### src/rtl/pong_ball_ctrl_if.sv
// Signal bundle between the ball controller and the rest of the Pong datapath
// (collision detector inputs, ball position, scores and rally status).
interface pong_ball_ctrl_if;
   logic       start;
   logic [1:0] paddle_collision;
   logic       wall_collision;
   logic [5:0] bx;
   logic [5:0] by;
   logic       dx;
   logic       dy;
   logic [2:0] sc1;
   logic [2:0] sc2;
   logic       point_p1;
   logic       point_p2;
   logic       game_over;
   logic [2:0] state;

   modport master (
      input  start, paddle_collision, wall_collision,
      output bx, by, dx, dy, sc1, sc2, point_p1, point_p2, game_over, state
   );

   modport slave (
      output start, paddle_collision, wall_collision,
      input  bx, by, dx, dy, sc1, sc2, point_p1, point_p2, game_over, state
   );
endinterface

### src/rtl/pong_ball_ctrl.sv
// Pong ball controller: moves the ball once per tick, bounces it off paddles
// and walls, detects misses, keeps scores and sequences serve/play/point.
module pong_ball_ctrl #(
   parameter int TICK_DIV    = 4,
   parameter int SERVE_TICKS = 8,
   parameter int WIN_SCORE   = 7,
   parameter int P1_X        = 2,
   parameter int P2_X        = 61
) (
   input logic              clk,
   input logic              rst,
   pong_ball_ctrl_if.master bus
);
   localparam int TW = (TICK_DIV > 1) ? $clog2(TICK_DIV) : 1;
   localparam int SW = (SERVE_TICKS > 1) ? $clog2(SERVE_TICKS) : 1;
   localparam logic [TW-1:0] TICK_LAST  = TW'(TICK_DIV - 1);
   localparam logic [SW-1:0] SERVE_LAST = SW'(SERVE_TICKS - 1);
   localparam logic [5:0]    P1_COL     = 6'(P1_X);
   localparam logic [5:0]    P2_COL     = 6'(P2_X);
   localparam logic [5:0]    CENTRE     = 6'd32;
   localparam logic [2:0]    WIN        = 3'(WIN_SCORE);

   typedef enum logic [2:0] {
      IDLE      = 3'd0,
      SERVE     = 3'd1,
      PLAY      = 3'd2,
      POINT     = 3'd3,
      GAME_OVER = 3'd4
   } state_t;

   state_t          state_q, state_d;
   logic [TW-1:0]   tick_q, tick_d;
   logic [SW-1:0]   serve_q, serve_d;
   logic [5:0]      bx_q, bx_d, by_q, by_d;
   logic            dx_q, dx_d, dy_q, dy_d;
   logic [2:0]      sc1_q, sc1_d, sc2_q, sc2_d;
   logic            point_p1_q, point_p1_d, point_p2_q, point_p2_d;
   logic            step;
   logic            dx_new, dy_new;
   logic [2:0]      sc1_inc, sc2_inc;

   assign step    = (tick_q == TICK_LAST);
   assign sc1_inc = (sc1_q == 3'd7) ? 3'd7 : sc1_q + 3'd1;
   assign sc2_inc = (sc2_q == 3'd7) ? 3'd7 : sc2_q + 3'd1;

   always_ff @(posedge clk) begin
      if (rst) begin
         state_q    <= IDLE;
         tick_q     <= '0;
         serve_q    <= '0;
         bx_q       <= CENTRE;
         by_q       <= CENTRE;
         dx_q       <= 1'b1;
         dy_q       <= 1'b1;
         sc1_q      <= '0;
         sc2_q      <= '0;
         point_p1_q <= 1'b0;
         point_p2_q <= 1'b0;
      end else begin
         state_q    <= state_d;
         tick_q     <= tick_d;
         serve_q    <= serve_d;
         bx_q       <= bx_d;
         by_q       <= by_d;
         dx_q       <= dx_d;
         dy_q       <= dy_d;
         sc1_q      <= sc1_d;
         sc2_q      <= sc2_d;
         point_p1_q <= point_p1_d;
         point_p2_q <= point_p2_d;
      end
   end

   // Point pulses are registered on the miss, so they are high exactly while in POINT
   // and also tell POINT which player scored.
   always_comb begin
      tick_d     = step ? '0 : tick_q + TW'(1);
      state_d    = state_q;
      serve_d    = serve_q;
      bx_d       = bx_q;
      by_d       = by_q;
      dx_d       = dx_q;
      dy_d       = dy_q;
      sc1_d      = sc1_q;
      sc2_d      = sc2_q;
      point_p1_d = 1'b0;
      point_p2_d = 1'b0;
      dx_new     = dx_q;
      dy_new     = dy_q;

      case (state_q)
         IDLE, GAME_OVER: begin
            if (bus.start) begin
               sc1_d   = '0;
               sc2_d   = '0;
               dx_d    = 1'b1;
               dy_d    = 1'b1;
               serve_d = '0;
               state_d = SERVE;
            end
         end
         SERVE: begin
            if (step) begin
               if (serve_q == SERVE_LAST) state_d = PLAY;
               else                       serve_d = serve_q + SW'(1);
            end
         end
         PLAY: begin
            if (step) begin
               if (bx_q == P1_COL && !dx_q && bus.paddle_collision != 2'b01) begin
                  point_p2_d = 1'b1;
                  state_d    = POINT;
               end else if (bx_q == P2_COL && dx_q && bus.paddle_collision != 2'b11) begin
                  point_p1_d = 1'b1;
                  state_d    = POINT;
               end else begin
                  if (bus.paddle_collision == 2'b01 && !dx_q) dx_new = 1'b1;
                  if (bus.paddle_collision == 2'b11 && dx_q)  dx_new = 1'b0;
                  if (bus.wall_collision) begin
                     if (by_q == 6'd0)       dy_new = 1'b1;
                     else if (by_q == 6'd63) dy_new = 1'b0;
                  end
                  dx_d = dx_new;
                  dy_d = dy_new;
                  bx_d = dx_new ? bx_q + 6'd1 : bx_q - 6'd1;
                  by_d = dy_new ? by_q + 6'd1 : by_q - 6'd1;
               end
            end
         end
         POINT: begin
            bx_d    = CENTRE;
            by_d    = CENTRE;
            serve_d = '0;
            // Serve goes toward whoever conceded the point.
            if (point_p1_q) begin
               sc1_d   = sc1_inc;
               dx_d    = 1'b1;
               state_d = (sc1_inc == WIN) ? GAME_OVER : SERVE;
            end else begin
               sc2_d   = sc2_inc;
               dx_d    = 1'b0;
               state_d = (sc2_inc == WIN) ? GAME_OVER : SERVE;
            end
         end
         default: state_d = IDLE;
      endcase
   end

   assign bus.bx        = bx_q;
   assign bus.by        = by_q;
   assign bus.dx        = dx_q;
   assign bus.dy        = dy_q;
   assign bus.sc1       = sc1_q;
   assign bus.sc2       = sc2_q;
   assign bus.point_p1  = point_p1_q;
   assign bus.point_p2  = point_p2_q;
   assign bus.game_over = (state_q == GAME_OVER);
   assign bus.state     = state_q;
endmodule

### src/flat_wrapper.sv
// flat-port wrapper written by rule: the top's interface ports become plain ports
module pong_ball_ctrl_flat 
#(
   parameter int TICK_DIV    = 4,
   parameter int SERVE_TICKS = 8,
   parameter int WIN_SCORE   = 7,
   parameter int P1_X        = 2,
   parameter int P2_X        = 61
)
  (clk, rst, bus_start, bus_paddle_collision, bus_wall_collision, bus_bx, bus_by, bus_dx, bus_dy, bus_sc1, bus_sc2, bus_point_p1, bus_point_p2, bus_game_over, bus_state);
  pong_ball_ctrl_if bus_i ();
  input logic clk;
  input logic rst;
  input wire logic [$bits(bus_i.start)-1:0] bus_start;
  input wire logic [$bits(bus_i.paddle_collision)-1:0] bus_paddle_collision;
  input wire logic [$bits(bus_i.wall_collision)-1:0] bus_wall_collision;
  output wire logic [$bits(bus_i.bx)-1:0] bus_bx;
  output wire logic [$bits(bus_i.by)-1:0] bus_by;
  output wire logic [$bits(bus_i.dx)-1:0] bus_dx;
  output wire logic [$bits(bus_i.dy)-1:0] bus_dy;
  output wire logic [$bits(bus_i.sc1)-1:0] bus_sc1;
  output wire logic [$bits(bus_i.sc2)-1:0] bus_sc2;
  output wire logic [$bits(bus_i.point_p1)-1:0] bus_point_p1;
  output wire logic [$bits(bus_i.point_p2)-1:0] bus_point_p2;
  output wire logic [$bits(bus_i.game_over)-1:0] bus_game_over;
  output wire logic [$bits(bus_i.state)-1:0] bus_state;
  assign bus_i.start = bus_start;
  assign bus_i.paddle_collision = bus_paddle_collision;
  assign bus_i.wall_collision = bus_wall_collision;
  assign bus_bx = bus_i.bx;
  assign bus_by = bus_i.by;
  assign bus_dx = bus_i.dx;
  assign bus_dy = bus_i.dy;
  assign bus_sc1 = bus_i.sc1;
  assign bus_sc2 = bus_i.sc2;
  assign bus_point_p1 = bus_i.point_p1;
  assign bus_point_p2 = bus_i.point_p2;
  assign bus_game_over = bus_i.game_over;
  assign bus_state = bus_i.state;
  pong_ball_ctrl #(.TICK_DIV(TICK_DIV), .SERVE_TICKS(SERVE_TICKS), .WIN_SCORE(WIN_SCORE), .P1_X(P1_X), .P2_X(P2_X)) u_core (.clk(clk), .rst(rst), .bus(bus_i));
endmodule
### config.mk
export PLATFORM = sky130hd
export DESIGN_NAME = pong_ball_ctrl_flat
export DESIGN_NICKNAME = d
export VERILOG_FILES = /design/src/rtl/pong_ball_ctrl_if.sv /design/src/rtl/pong_ball_ctrl.sv /design/src/flat_wrapper.sv
export SDC_FILE = /design/constraint.sdc
export NUM_CORES = 1
export LEC_CHECK = 0
export CORE_MARGIN = 3
export CORE_UTILIZATION = 57
export DETAILED_ROUTE_END_ITERATION = 7
export PLACE_DENSITY = 0.85
export SLEW_MARGIN = 20
export SYNTH_ARGS = -nofsm -noshare
export SYNTH_HDL_FRONTEND = slang
export SYNTH_SLANG_ARGS = --single-unit
export TNS_END_PERCENT = 30
### constraint.sdc
create_clock -name clk -period 4.1 [get_ports clk]
set_input_delay 0.41 -clock clk [delete_from_list [all_inputs] [get_ports clk]]
set_output_delay 0.41 -clock clk [all_outputs]
set_load 0.05 [all_outputs]
==> Word level (Yosys, flattened, before mapping) <==
Index checks and enable logic that the tools add are counted.
{ "totals": {"regBits": 30, "in_bits": 6, "output_inout_bits": 26} }
{ "op_classes": {"addsub": 8, "eq_ne": 27, "n_mux": 55, "bitwise_logic": 2, "n_reduce_logical": 25} }
{ "ops": {"columns": ["operator", "count"], "rows": [
  ["$mux W3", 16],
  ["$mux W6", 8],
  ["$pmux W6 S2", 2],
  ["$mux W1", 23],
  ["$eq A3 B3 Y1 const B", 6],
  ["$reduce_and A5 Y1", 3],
  ["$add A6 B1 Y6 const B", 2],
  ["$eq A6 B6 Y1 const B", 2],
  ["$ne A2 B2 Y1 const B", 6],
  ["$pmux W3 S2", 2],
  ["$pmux W3 S4", 1],
  ["$sub A6 B1 Y6 const B", 2],
  ["$ne A2 B1 Y1 const B", 5],
  ["$add A3 B1 Y3 const B", 3],
  ["$pmux W3 S3", 1],
  ["$reduce_and A4 Y1", 2],
  ["$eq A3 B2 Y1 const B", 2],
  ["$eq A6 B2 Y1 const B", 1],
  ["$logic_and A1 B1 Y1", 6],
  ["$logic_not A6 Y1", 1],
  ["$reduce_and A3 Y1", 2],
  ["$reduce_bool A2 Y1", 3],
  ["$reduce_bool A3 Y1", 2],
  ["$eq A2 B2 Y1 const B", 2],
  ["12 further kinds", 14]
]} }

==> Longest topological paths before layout <==
Gate-level depths: netlist (run 1).
{ "logic_depth": {"ltp_word": 13, "depth_mapped": 10} }

==> Least setup slack after synthesis (run 1) <==
OpenSTA, ideal clock, no wires.
{ "synth_path": {"path_type": "register to register", "startpoint": "register u_core.by_q[0] (netlist: u_core.bus.by[0])", "endpoint": "register u_core.by_q[5] (netlist: u_core.bus.by[5])", "setup_ns": 0.084, "arrival_time_ns": 2.503, "required_ns": 4.016, "path_slack_ns": 1.513, "path_stages_with_launch": 11, "path_buffers": 0, "period_less_slack_ns": 2.587, "path_cell_list": "dfxtp_1 nand4_1 o21ai_1 o21a_1 ha_1 a211oi_1 o21bai_1 a21oi_1 xnor2_1 and3_1 o31ai_2"} }
{ "synth_via": {"elab_chain_len": 13, "elab_cells_between_ends": 16, "cone_classes": "add/sub (2); eq/ne (1); mux (12); reduce/logical (1)"} }
{ "synth_lines": {"columns": ["item", "line", "source"], "rows": [
  ["start, declared", "pong_ball_ctrl.sv:34", "logic [5:0] bx_q, bx_d, by_q, by_d;"],
  ["start signal, assigned", "pong_ball_ctrl.sv:64", "by_q <= by_d;"],
  ["$eq A6 B6 Y1", "pong_ball_ctrl.sv:121", "else if (by_q == 6'd63) dy_new = 1'b0;"],
  ["$mux W1", "pong_ball_ctrl.sv:121", null],
  ["$mux W1", "pong_ball_ctrl.sv:120", "if (by_q == 6'd0) dy_new = 1'b1;"],
  ["$mux W1", "pong_ball_ctrl.sv:119", "if (bus.wall_collision) begin"],
  ["$mux W1", "pong_ball_ctrl.sv:113", "end else if (bx_q == P2_COL && dx_q && bus.paddle_collision != 2'b11) begin"],
  ["$mux W1", "pong_ball_ctrl.sv:110", "if (bx_q == P1_COL && !dx_q && bus.paddle_collision != 2'b01) begin"],
  ["$mux W1", "pong_ball_ctrl.sv:109", "if (step) begin"],
  ["$mux W1", "pong_ball_ctrl.sv:91", "case (state_q)"],
  ["$mux W6 *", "pong_ball_ctrl.sv:126", "by_d = dy_new ? by_q + 6'd1 : by_q - 6'd1;"],
  ["$mux W6 *", "pong_ball_ctrl.sv:113", null],
  ["$mux W6 *", "pong_ball_ctrl.sv:110", null],
  ["$mux W6 *", "pong_ball_ctrl.sv:109", null],
  ["$pmux W6 S2 *", "pong_ball_ctrl.sv:91", null]
]} }
Mark *: on every way between the ends. The rest lies on a longest branch, timed or not. The select of a mux whose other input is x is not followed.
A chain may end at the register's enable or synchronous reset.

==> Worst setup path in the final report (run 1) <==
{ "layout_path": {"startpoint": "input bus_paddle_collision[0]", "endpoint": "register u_core.bx_q[5] (netlist: u_core.bus.bx[5])"} }
{ "layout_via": {"elab_chain_len": 13, "elab_cells_between_ends": 22, "cone_classes": "eq/ne (6); mux (11); reduce/logical (5)"} }
{ "layout_lines": {"columns": ["item", "line", "source"], "rows": [
  ["start, declared", "flat_wrapper.sv:15", "input wire logic [$bits(bus_i.paddle_collision)-1:0] bus_paddle_collision;"],
  ["$eq A2 B1 Y1", "pong_ball_ctrl.sv:117", "if (bus.paddle_collision == 2'b01 && !dx_q) dx_new = 1'b1;"],
  ["$logic_and A1 B1 Y1", "pong_ball_ctrl.sv:117", null],
  ["$mux W1", "pong_ball_ctrl.sv:117", null],
  ["$mux W1", "pong_ball_ctrl.sv:118", "if (bus.paddle_collision == 2'b11 && dx_q) dx_new = 1'b0;"],
  ["$mux W1", "pong_ball_ctrl.sv:113", null],
  ["$mux W1", "pong_ball_ctrl.sv:110", null],
  ["$mux W1", "pong_ball_ctrl.sv:109", null],
  ["$mux W1", "pong_ball_ctrl.sv:91", null],
  ["$mux W6", "pong_ball_ctrl.sv:125", "bx_d = dx_new ? bx_q + 6'd1 : bx_q - 6'd1;"],
  ["$mux W6", "pong_ball_ctrl.sv:113", null],
  ["$mux W6", "pong_ball_ctrl.sv:110", null],
  ["$mux W6", "pong_ball_ctrl.sv:109", null],
  ["$pmux W6 S2", "pong_ball_ctrl.sv:91", null],
  ["end signal, assigned", "pong_ball_ctrl.sv:51", "bx_q <= CENTRE;"],
  ["end signal, assigned", "pong_ball_ctrl.sv:63", "bx_q <= bx_d;"],
  ["end, declared", "pong_ball_ctrl.sv:34", null]
]} }
Parallel ways exist; a longest one is shown, timed or not. The select of a mux whose other input is x is not followed.

==> results of run 1 <==
how the worst max path moves through the flow:
| stage | to | slack (ns) |
|---|---|---|
| floorplan | u_core.bus.by[5] | 1.51 |
| global placement | u_core.bus.bx[5] | 1.28 |
| detailed placement | u_core.bus.bx[5] | 1.20 |
| CTS | u_core.bus.by[5] | 1.55 |
| global route | u_core.bus.bx[5] | 1.31 |
| finish | u_core.bus.bx[5] | 1.55 |
power by group:
part           switching, mW  leakage, nW  internal (mW)
registers             0.0214        0.243          0.304
logic                  0.111        0.605         0.0693
clock network          0.106       0.0446          0.117
worst max-delay path, stage by stage:
cell	delay (ns)
clkdlybuf4s50_1	0.44
o21ai_0	0.64
ha_1	0.38
a211oi_1	0.24
o21bai_1	0.10
a21oi_1	0.17
xnor2_1	0.15
nand4b_1	0.12
a2bb2oi_1	0.15
layout make-up:
class	instances	area, um^2
clock buffer	8	78.8
fill	279	821
inverter	11	41.3
multi-input combinational	168	1190
sequential	30	601
tap	44	55.1
timing repair buffer	32	318
routing by layer:
layer / up-vias / share of wire / track usage
met2: 61 / 0.47 / 0.351
met5: - / 0 / 0
li1: 840 / - / -
met1: 781 / 0.46 / 0.276
met3: 5 / 0.066 / 0.0695
met4: 0 / 0.0087 / 0.0755
per-stage QoR:
step	total power, mW	setup WS (ns)	hold slack [ns]	util	instance area (um^2)
after detailed placement	0.510	1.20	0.420	0.710	2200
after floorplan	0.472	1.51	0.408	-	1880
final	0.728	1.55	0.443	0.735	2280
after global routing	0.765	1.31	0.485	0.735	2280
after global placement	0.508	1.28	0.423	0.710	2200
after CTS	0.729	1.55	0.442	0.735	2280
flip-flops by register name (all words and copies together) (netlist names):
signal / cells
u_core.bus.dx: 1
u_core.bus.point_p1: 1
u_core.bus.bx: 6
u_core.bus.dy: 1
u_core.bus.by: 6
u_core.bus.point_p2: 1
u_core.bus.sc2: 3
u_core.serve_q: 3
u_core.bus.state: 3
u_core.tick_q: 2
u_core.bus.sc1: 3
logic make-up (layout without fill, tap and decap cells):
logic type                 Yosys count  after routing
and+or+nand+nor                     79             79
muxes                                4              4
adders and majority gates           15             15
xor gates and xnor gates             8              8
buffers and inverters               19             51
DFF                                 30             30
AOI/OAI and AO/OA                   62             62
synthesized netlist by cell type, drive strengths merged (4+ instances only):
master,count
a31oi,5
nand3,9
nor2,20
dfxtp,30
nor3,9
o21ai,10
nand2b,4
clkbuf,4
buf,4
xnor2,7
a21o,4
a21oi,22
a211oi,6
ha,13
nand2,21
inv,11
==> flow_metrics.py, run 1 <==
metrics = {
    "grt": {
        "antenna_found_initial": 0,
        "grt_use_total": 0.219,
        "grt_pass1_wl_um": 7020,
        "grt_max_degree": 20,
        "overflow": 0,
        "grt_pass1_vias": 1547,
    },
    "synthesis": {
        "synthAdderAreaFrac": 0.108,
        "ys_top_cells_by_area": "dfxtp_1, ha_1, a21oi_1",
        "syn_inst": 217,
        "ys_types": 54,
        "synth-simple-area-share": 0.228,
        "synth_edf_count": 0,
        "synth-compound-area-share": 0.238,
        "synth_top_family_by_area": "compound AO/OA/AOI/OAI gates",
        "synth-async-reset-ratio": 0,
        "syn_area_per_cell_um2": 8.67,
        "synth.top_cell.area_share": 0.319,
        "yosys.area.top_type": "dfxtp_1",
        "synth_fp_nets": 238,
        "ys_seq_elements": 30,
        "yosysWarnings": 0,
        "synthFlopType": "dfxtp_1",
        "synth_xor_area_frac": 0.0373,
        "synth_mux_area_frac": 0.0220,
        "syn_area_mm2": 0.00188,
        "seq_area_frac_synth": 0.319,
    },
    "floorplan": {
        "ios": 32,
        "start_util": 0.606,
        "die_h_um": 63.4,
        "coreArea_mm2": 0.00310,
        "row_count": 20,
        "die_x_um": 63.4,
        "dieArea_mm2": 0.00402,
    },
    "worst_setup_path": {
        "path_max_fanout": 7,
        "cp.required_ns": 4.34,
        "reg2reg_to": "u_core.bus.by[5]",
        "cp-start-kind": "input port",
        "startpoint": "bus_paddle_collision[0]",
        "crit_type": "input port to flip-flop",
        "crit_path_end_kind": "flip-flop",
        "r2r_cells": 10,
        "worstReg2RegStart": "u_core.bus.by[3]",
        "r2r_setup_slack_ns": 1.56,
        "cp_data_arrival_time_ns": 2.80,
    },
    "run_status": {
        "status": "finished, final reports clean",
    },
    "power_and_ir_drop": {
        "power_density_mw_per_mm2": 319,
        "ir_drop_uv": 311,
        "cellLeakagePower_nw": 0.893,
    },
    "timing": {
        "clock.fmax_mhz": 392,
        "fin_crit_sh": 0.622,
        "tightest_slew_ns": 0.789,
        "setup_violations": 0,
        "rsz0062_at_grt": "false",
        "finalMaxSlewViolations": 0,
        "post-route-min-period_ns": 2.55,
        "slew_headroom": 0.468,
        "clock_skew_ns": 0.0180,
        "hold_viol_final": 0,
        "fin_tns_setup_ns": 0,
    },
    "place": {
        "port_buffers": 31,
        "placed_cells": 285,
        "dp_hpwl_um": 3000,
        "gp_congestion": 0.904,
    },
    "clock_network": {
        "htreeDepth": 2,
        "cts_buffers": 5,
        "post_cts_buffers": 0,
        "cts_buffer_depth": 2,
        "cts_tree": "yes",
        "clkLatencyLatePin_ns": 0.34,
        "clockRootBuffer": "clkbuf_4",
        "cts_resized": 0,
        "cts.clk_slew.worst_paths_ns": 0.10,
        "cts_sinks": 30,
        "postCtsHoldBufs": 0,
    },
    "routing": {
        "vias": 1687,
        "wire_per_inst_um": 14.1,
        "drc": 0,
        "drt_iter0_markers": 100,
        "drtPass1Iterations": 4,
        "ant_nets": 0,
        "viasPerCell": 5.76,
        "wl_um": 4120,
    },
    "cells_and_area": {
        "final_cells": 293,
        "drive_above_1_share": 0.137,
        "mostFrequentLayoutCells": "clkdlybuf4s50_1, dfxtp_1, nor2_1",
        "nets": 269,
        "final_common_cell": "clkdlybuf4s50_1",
        "syn_to_final_growth_pct": 21.4,
        "antenna_cells": 0,
    },
    "run": {
        "cap_viol_max_count": 0,
    },
    "hold_path": {
        "min_from": "u_core.tick_q[0]",
        "hp-class": "flip-flop to flip-flop",
        "whs_endpoint": "u_core.tick_q[0]",
        "hold_depth": 1,
    },
}
Note: power is estimated with default switching activity, not from simulation.
==> inputs of run 2 (changes only) <==
CORE_UTILIZATION = 53   (was 57)
PLACE_DENSITY = 0.8   (was 0.85)
clock period = 2.6 ns   (was 4.1 ns; I/O delays follow)
==> run 2 against run 1 <==
Effect of this change: design area rose by 1.0%; first-iteration DRC count fell by 40%; largest cell class unchanged; die area rose by 6.8%.
==> flow_metrics.py, run 2 (synthesis results as in run 1) <==
metrics = {
    "run_status": {
        "status": "finished, final reports clean",
    },
    "cells_and_area": {
        "ff_latch_area_um2": 601,
        "syn_to_final_growth_pct": 22.6,
        "final_cells": 299,
        "multiInputGateArea_mm2": 0.00120,
        "drive_above_1_share": 0.154,
        "final_common_cell": "clkdlybuf4s50_1",
        "mostFrequentLayoutCells": "clkdlybuf4s50_1, dfxtp_1, nor2_1",
        "nets": 273,
        "antenna_cells": 0,
        "n_fill_cell": 293,
    },
    "routing": {
        "drc": 0,
        "ant_nets": 0,
        "drt_iter0_markers": 60,
        "vias": 1665,
        "wire_per_inst_um": 13.4,
        "drtPass1Iterations": 4,
        "viasPerCell": 5.57,
        "wl_um": 4020,
    },
    "worst_setup_path": {
        "crit_path_end_kind": "flip-flop",
        "worst-path-buf-inv": 1,
        "startpoint": "u_core.bus.by[3]",
        "cpPeakStageDelay_ns": 0.40,
        "cp-start-kind": "flip-flop",
        "r2r_setup_slack_ns": 0.14,
        "worst-path-stages": 10,
        "critical_path.top_delay_family": "compound AO/OA/AOI/OAI gates",
        "cp.required_ns": 2.87,
        "crit_type": "flip-flop to flip-flop",
        "path_max_fanout": 5,
        "worstReg2RegStart": "u_core.bus.by[3]",
        "r2r_cells": 10,
        "cp_slowest_cell": "fa_1",
        "cp_data_arrival_time_ns": 2.73,
        "reg2reg_to": "u_core.bus.by[4]",
        "path_cells": "nor4_2, a31oi_1, o21a_1, buf_4, fa_1, a21o_1, a21oi_1, xnor2_1, nand3_1, a21oi_2",
        "crit_end": "u_core.bus.by[4]",
    },
    "timing": {
        "slew_headroom": 0.415,
        "hold-worst-slack_ns": 0.446,
        "post-route-min-period_ns": 2.46,
        "tightest_slew_ns": 0.875,
        "finalMaxSlewViolations": 0,
        "clock.fmax_mhz": 407,
        "clock_skew_ns": 0.00897,
        "setup_violations": 0,
        "fin_tns_setup_ns": 0,
        "rsz0062_at_grt": "false",
        "fin_crit_sh": 0.945,
        "hold_viol_final": 0,
    },
    "grt": {
        "overflow": 0,
        "grt_pass1_wl_um": 6940,
        "grt_pass1_vias": 1534,
        "grt_max_degree": 23,
        "antenna_found_initial": 0,
        "grt_use_total": 0.207,
    },
    "clock_network": {
        "cts_tree": "yes",
        "cts_buffer_depth": 2,
        "cts_buffers": 5,
        "post_cts_buffers": 0,
        "clkLatencyLatePin_ns": 0.33,
        "htreeDepth": 2,
        "cts_sinks": 30,
        "clockRootBuffer": "clkbuf_4",
        "cts.clk_slew.worst_paths_ns": 0.10,
    },
    "power_and_ir_drop": {
        "power_density_mw_per_mm2": 473,
        "cellLeakagePower_nw": 0.907,
        "finalPower_mw": 1.09,
        "ir_drop_uv": 393,
    },
    "floorplan": {
        "start_util": 0.555,
        "coreArea_mm2": 0.00339,
        "die_h_um": 65.6,
        "die_x_um": 65.6,
        "dieArea_mm2": 0.00430,
        "row_count": 21,
        "ios": 32,
    },
    "place": {
        "gp_congestion": 0.855,
        "dp_hpwl_um": 3010,
        "placed_cells": 291,
        "port_buffers": 31,
    },
    "hold_path": {
        "hp-class": "flip-flop to flip-flop",
        "hold_depth": 1,
    },
    "run": {
        "cap_viol_max_count": 0,
    },
}
==> run 2: cell types whose count changed in the layout (fill, tap and decap cells not counted), sizes merged <==
| cell | change |
|---|---|
| buf | +4 |
| clkbuf | -1 |
| clkinv | +1 |
==> run 2: worst min-delay path by stage <==
stage | start | to
floorplan | u_core.tick_q[0] | u_core.tick_q[0]
global placement | u_core.tick_q[0] | u_core.tick_q[0]
detailed placement | u_core.tick_q[0] | u_core.tick_q[0]
CTS | u_core.tick_q[0] | u_core.tick_q[0]
global route | u_core.tick_q[0] | u_core.tick_q[0]
finish | u_core.tick_q[0] | u_core.tick_q[0]
==> run 2: routing by layer <==
metal	GRT usage	share of wire	vias to the layer above
met5	0	0	-
met4	0.0622	0.011	0
met3	0.0427	0.038	8
met2	0.334	0.47	34
met1	0.277	0.48	772
li1	-	-	851
==> run 2: cell type report <==
| cell class | count | area share |
|---|---|---|
| sequential | 30 | 0.260 |
| clock buffer | 7 | 0.0239 |
| inverter | 11 | 0.0179 |
| tap | 46 | 0.0250 |
| clock inverter | 1 | 0.00217 |
| multi-input combinational | 168 | 0.520 |
| timing repair buffer | 36 | 0.151 |
==> run 2: where the power goes <==
group	internal, mW	total (mW)	switching (mW)
registers	0.480	0.513	0.0339
clock network	0.131	0.295	0.164
logic	0.112	0.282	0.170
==> run 2: timing repair <==
| item | 4_1_cts | 5_1_grt |
|---|---|---|
| endpoints found under the setup margin | 0 | 2 |
| resized for setup | 0 | 2 |
| hold endpoints to repair | 0 | 0 |
| hold buffers | 0 | 0 |
==> run 2: per-stage QoR <==
step / instance area (um^2) / setup slack (ns) / util
floorplan: 1880 / 0.0126 / -
global placement: 2240 / 0.0800 / 0.660
detailed placement: 2240 / -0.0362 / 0.660
CTS: 2300 / 0.141 / 0.677
global route: 2310 / 0.0350 / 0.680
finish: 2310 / 0.143 / 0.680
